--- src/rtl/traffic_cfg_sequencer.sv ---
// traffic_cfg_sequencer
// Replays a small local table of traffic-light configuration writes onto the
// shared configuration bus (traffic_sel/color_sel/start_color/input_time with
// an inst_send strobe), spacing each write with fixed setup and hold windows.
// It can optionally finish with an inst_go strobe so that the lights start
// running without manual switch and button programming.
//
// Strobe timing: inst_send, inst_go and done come from registers. They are
// masked by abort in the cycle abort is high. As a result, a SEND or GO cycle
// that is being aborted never reaches the lights.
//
// Debug: state_dbg exposes the FSM state encoding:
//   0 = IDLE, 1 = SETUP, 2 = SEND, 3 = HOLD, 4 = GO, 5 = DONE.
module traffic_cfg_sequencer #(
    parameter int DEPTH     = 8,
    parameter int AW        = 3,
    parameter int SETUP_CYC = 2,
    parameter int HOLD_CYC  = 2,
    parameter bit AUTO_GO   = 1'b1
) (
    input  logic          clk,
    input  logic          arst_i,
    input  logic          start,
    input  logic          abort,
    input  logic [AW:0]   num_entries,
    input  logic          tbl_we,
    input  logic [AW-1:0] tbl_addr,
    input  logic [8:0]    tbl_wdata,
    output logic [1:0]    traffic_sel,
    output logic          color_sel,
    output logic          start_color,
    output logic [4:0]    input_time,
    output logic          inst_send,
    output logic          inst_go,
    output logic          busy,
    output logic          done,
    output logic          err,
    output logic [2:0]    state_dbg
);

    typedef enum logic [2:0] {
        ST_IDLE  = 3'd0,
        ST_SETUP = 3'd1,
        ST_SEND  = 3'd2,
        ST_HOLD  = 3'd3,
        ST_GO    = 3'd4,
        ST_DONE  = 3'd5
    } state_t;

    localparam logic [AW:0] DEPTH_N  = (AW+1)'(DEPTH);
    localparam logic [7:0]  SETUP_LD = 8'(SETUP_CYC - 1);
    localparam logic [7:0]  HOLD_LD  = 8'(HOLD_CYC - 1);

    state_t      state;
    logic [AW:0] ptr;      // index of the entry currently on the bus
    logic [AW:0] n_last;   // index of the last entry of this run
    logic [7:0]  cnt;      // remaining cycles in SETUP or HOLD, minus one
    logic        send_q;
    logic        go_q;
    logic        done_q;

    // Table storage. It is not reset, so it survives reset.
    logic [8:0]  tbl [DEPTH];

    // Next entry in the sequence and the table word for it.
    logic [AW:0] ptr_nxt;
    logic [8:0]  entry_nxt;
    // Clamped run length for a start request in the current cycle.
    logic [AW:0] n_eff;
    logic        n_clamped;

    // Next-entry pointer, the table read for it, and clamping of the run length.
    always_comb begin
        ptr_nxt   = ptr + 1'b1;
        entry_nxt = tbl[ptr_nxt[AW-1:0]];
        n_clamped = (num_entries > DEPTH_N);
        n_eff     = n_clamped ? DEPTH_N : num_entries;
    end

    // Table writes are accepted only while idle. Writes in other states are flagged through err.
    always_ff @(posedge clk) begin
        if (tbl_we && (state == ST_IDLE)) begin
            tbl[tbl_addr] <= tbl_wdata;
        end
    end

    // Playback FSM. It has registered bus fields, strobes and status flags.
    always_ff @(posedge clk or posedge arst_i) begin
        if (arst_i) begin
            state       <= ST_IDLE;
            ptr         <= '0;
            n_last      <= '0;
            cnt         <= '0;
            send_q      <= 1'b0;
            go_q        <= 1'b0;
            done_q      <= 1'b0;
            busy        <= 1'b0;
            err         <= 1'b0;
            traffic_sel <= '0;
            color_sel   <= 1'b0;
            start_color <= 1'b0;
            input_time  <= '0;
        end else begin
            // Strobes are single-cycle unless a state below raises them again.
            send_q <= 1'b0;
            go_q   <= 1'b0;
            done_q <= 1'b0;

            if (tbl_we && (state != ST_IDLE)) begin
                err <= 1'b1;
            end

            case (state)
                ST_IDLE: begin
                    if (start && !abort) begin
                        err    <= n_clamped;
                        ptr    <= '0;
                        n_last <= n_eff - 1'b1;
                        if (n_eff == '0) begin
                            state  <= ST_DONE;
                            done_q <= 1'b1;
                        end else begin
                            state       <= ST_SETUP;
                            busy        <= 1'b1;
                            cnt         <= SETUP_LD;
                            traffic_sel <= tbl[0][8:7];
                            color_sel   <= tbl[0][6];
                            start_color <= tbl[0][5];
                            input_time  <= tbl[0][4:0];
                        end
                    end
                end

                ST_SETUP: begin
                    if (abort) begin
                        state <= ST_IDLE;
                        busy  <= 1'b0;
                    end else if (cnt == '0) begin
                        state  <= ST_SEND;
                        send_q <= 1'b1;
                    end else begin
                        cnt <= cnt - 1'b1;
                    end
                end

                ST_SEND: begin
                    if (abort) begin
                        state <= ST_IDLE;
                        busy  <= 1'b0;
                    end else begin
                        state <= ST_HOLD;
                        cnt   <= HOLD_LD;
                    end
                end

                ST_HOLD: begin
                    if (abort) begin
                        state <= ST_IDLE;
                        busy  <= 1'b0;
                    end else if (cnt != '0) begin
                        cnt <= cnt - 1'b1;
                    end else if (ptr == n_last) begin
                        if (AUTO_GO) begin
                            state <= ST_GO;
                            go_q  <= 1'b1;
                        end else begin
                            state  <= ST_DONE;
                            done_q <= 1'b1;
                            busy   <= 1'b0;
                        end
                    end else begin
                        state       <= ST_SETUP;
                        ptr         <= ptr_nxt;
                        cnt         <= SETUP_LD;
                        traffic_sel <= entry_nxt[8:7];
                        color_sel   <= entry_nxt[6];
                        start_color <= entry_nxt[5];
                        input_time  <= entry_nxt[4:0];
                    end
                end

                ST_GO: begin
                    state <= ST_IDLE;
                    busy  <= 1'b0;
                    if (!abort) begin
                        state  <= ST_DONE;
                        done_q <= 1'b1;
                    end
                end

                ST_DONE: begin
                    state <= ST_IDLE;
                end

                default: begin
                    state <= ST_IDLE;
                    busy  <= 1'b0;
                end
            endcase
        end
    end

    // Strobe outputs. Each is masked by abort so that an aborted cycle emits nothing.
    always_comb begin
        inst_send = send_q && !abort;
        inst_go   = go_q && !abort;
        done      = done_q && !abort;
        state_dbg = state;
    end

endmodule
--- config.mk ---
export PLATFORM = sky130hd
export DESIGN_NAME = traffic_cfg_sequencer
export DESIGN_NICKNAME = d
export VERILOG_FILES = /design/src/rtl/traffic_cfg_sequencer.sv
export SDC_FILE = /design/constraint.sdc
export NUM_CORES = 1
export LEC_CHECK = 0
export ABC_AREA = 1
export CAP_MARGIN = 0
export CORE_MARGIN = 2
export CORE_UTILIZATION = 31
export CTS_CLUSTER_DIAMETER = 200
export DETAILED_ROUTE_END_ITERATION = 16
export PLACE_DENSITY = 0.51
export SYNTH_ARGS = -nofsm -noshare
export SYNTH_HDL_FRONTEND = slang
export SYNTH_SLANG_ARGS = --single-unit
export TNS_END_PERCENT = 5
--- constraint.sdc ---
create_clock -name clk -period 2.3 [get_ports clk]
set_clock_uncertainty 0.15 [all_clocks]
set_input_delay 0.575 -clock clk [delete_from_list [all_inputs] [get_ports clk]]
set_output_delay 0.575 -clock clk [all_outputs]
set_load 0.01 [all_outputs]
==> results.md <==
* Outcome: completed
* Fillers at between 1500 and 2000
* HPWL after detailed placement at 7.86 mm
* Pins Over Slew Limit at 0
* DRC viols at 0
* WL/cell at between 10 and 15 µm
* Unrepaired setup endpoints after global routing: no
* Final net count at roughly 630
* Initial core utilization at 0.316
* # H-tree levels at 3
* Cell taking the most area after synthesis: edfxtp_1
* Drt first pass iters at 4
* Largest net degree at the start of global routing at 37
* Worst slew pin tran at about 0.48 ns
* CTS tree: built
* Syn-to-layout area delta at 23.5%
* Ant diodes at 0
* Crit Path Category: in -> out
* Yosys synthesis warning count at 0
* GRT overflow at 0
* Row count at 46
* Post-synth cell types at 33
* Final WL at between 10 and 15 mm
* # hold bufs at CTS at 0
* Largest family of logic cells by synthesized area: simple AND/OR/NAND/NOR gates
* Adder and majority gate portion of the synthesized area at 0.0125
* Final hold violation count at 0
* Worst EP required at 1.57 ns
* Placer Congestion at ~0.78
* Register area share after synthesis at 0.597
* Synth top area share at 0.432
* Synth Cell Area at 5010 µm²
* Clock root cell: clkbuf_16
* XOR/XNOR Fraction of Synth Area at 0.00525
* Worst hold slack at roughly 0.33 ns
* Fmax at between 400 and 500 MHz
* # placed instances at 808
* Pwr dens at ~1100 nW/µm²
* Max FO, Critical Path at 4
* Ratio of cells with drive above 1 in the final layout at 0.141
* Post-Syn Area per Cell at approximately 9.4 µm²
* Fin crit share at 0.971
* Clk slew on worst S/H paths at roughly 0.07 ns
* Drt initial violations at between 150 and 200
* Nature of the critical path endpoint: output port
* Mux share of post-synthesis cell area at 0
* Antenna violations before repair at 0
* Complex-gate fraction of the synthesized area at 0.0762
* Via count at ~3800
* Design Power at between 0.006 and 0.007 W
* Vias in the first global route at 3597
* Syn nets at approximately 560
* Top Ports at 38
* Vias/cell at 4.56
* Commonest non-fill, non-tap cell in the layout: nand2_1
* Minimum clock period at approximately 2.2 ns
* Cts bufs inserted at 9
* Final Setup Violations at 0
* Die ar. at between 15000 and 20000 µm²
* VDD IR-drop max at around 0.47 mV
* DRT antenna net count at 0
* Synth area leaders: edfxtp_1 43%, dfrtp_1 16%, nand2_1 11%, nor2_1 6.0%, o21ai_0 5.3%
* Startpoint type of the worst setup path: primary input
* Yosys reg bits at 105
* Number of instances in the synthesized netlist at about 540
* Port bufs at 37
* First-pass GRT wire length at approximately 18 mm
* Most frequent cells in the layout: 143 x nand2_1, 78 x nor2_1, 72 x edfxtp_1, 53 x o21ai_0
* Finished Layout Cells at ~800
* Arr. time, crit path at 1.51 ns
* Die Y-Extent at around 130 µm
* Simple-gate portion of the synthesized area at 0.262
* Core Region at 15800 µm²
* Hold WC Path Type: reg -> reg
* Clk Latency, worst-skew pair at ~0.36 ns
* Max cap viols at 0
* Leak at about 2.6 nW
* Die Wd at around 130 µm
* Num Clock Sinks at between 100 and 150
* Max clock buf depth at 2
* Final setup TNS at 0 ns
* Max-slew headroom at 0.680
* Global Route Usage Sum at 0.141
-- flip-flops by register name, indices dropped and copies added (netlist names) --
register / flops
state_dbg: 3
err: 1
tbl: 72
input_time: 5
n_last: 4
go_q: 1
cnt: 8
ptr: 4
send_q: 1
traffic_sel: 2
done_q: 1
busy: 1
start_color: 1
color_sel: 1
-- metrics by stage --
step | setup slack (ns) | util | area, µm²
after floorplan | 0.216 | - | 5010
after global placement | -0.316 | 0.369 | 5830
after detailed placement | -0.392 | 0.369 | 5830
after CTS | 0.0445 | 0.390 | 6170
after global routing | 0.00330 | 0.391 | 6180
final | 0.0659 | 0.391 | 6180
-- power by group --
group	internal [W]	switching, W	leakage, nW
registers	0.00230	0.000214	1.07
clock network	0.000889	0.000771	0.161
logic	0.00104	0.00172	1.34
total	0.00422	0.00271	2.57
-- cell families (layout without fill, tap and decap cells) --
kind of cell | count (synthesis) | after routing
AOI/OAI and AO/OA | 74 | 74
xor gates and xnor gates | 3 | 3
buffers and inverters | 56 | 129
and+or+nand+nor | 292 | 292
adders and majority gates | 5 | 5
DFF | 105 | 105
-- layout make-up --
type                            count  area (µm²)  share of cell area
Sequential cell                   105        2990               0.483
Multi-Input combinational cell    374        1800               0.291
Timing Repair Buffer               73         647               0.105
Tap cell                          216         270              0.0437
Clock buffer                        9         225              0.0364
Inverter                           40         153              0.0247
Clock inverter                      7         100              0.0162
-- worst max-delay path: stages --
cell             delay (ns)
dlygate4sd2_1          0.28
nor2_1                 0.11
clkdlybuf4s50_1        0.54
-- worst paths after layout --
check                                           from                   endpoint  slack, ns  depth (start not counted)
setup / recovery                               abort                  inst_send       0.07                          3
setup reg to reg            state_dbg[0]$_DFFE_PP0P_        tbl[5][7]$_DFFE_PP_       0.21                          7
min in group asynchronous                     arst_i  input_time[0]$_DFFE_PP0P_       0.46                          3
hold / removal             input_time[3]$_DFFE_PP0P_  input_time[3]$_DFFE_PP0P_       0.33                          2
hold reg to reg            input_time[3]$_DFFE_PP0P_  input_time[3]$_DFFE_PP0P_       0.33                          2
max in group asynchronous                     arst_i         cnt[4]$_DFFE_PP0P_       1.23                          3
-- timing repair --
action | 4_1_cts | 5_1_grt
resized for setup | 3 | 7
setup buffers | 0 | 0
pin swaps | 1 | 5
cloned | 0 | 0
endpoints found under the setup margin | 10 | 18
-- metal layers --
layer	global-route usage	part of all wire	wire length (µm)	vias up
met2	0.229	0.47	5250	69
met3	0.0252	0.037	416	11
li1	-	-	-	1918
met4	0.0526	0.014	162	0
met1	0.190	0.48	5390	1756
met5	0	0	0	-
-- Yosys cell counts --
library cell  number
inv_4              1
nor3_1             2
nor2_8             1
nand4_2            1
nand3_2            2
and2_1             1
nand3b_1           1
nand3_1           32
nand3_4            2
inv_1             37
nand4_1            8
xor2_1             3
o31ai_1            1
nand2_1          143
o21a_1             1
buf_2              7
a31oi_1            1
clkbuf_1           7
o21ai_0           53
nand2_2            5
nor2_4             4
edfxtp_1          72
o21ai_1           11
dfrtp_1           33
ha_1               5
nand2_4            3
inv_2              2
a21oi_1            5
buf_6              2
o21ai_2            1
o22ai_1            1
nor2_1            80
nor2_2             7
Note: power is estimated with default switching activity, not from simulation.
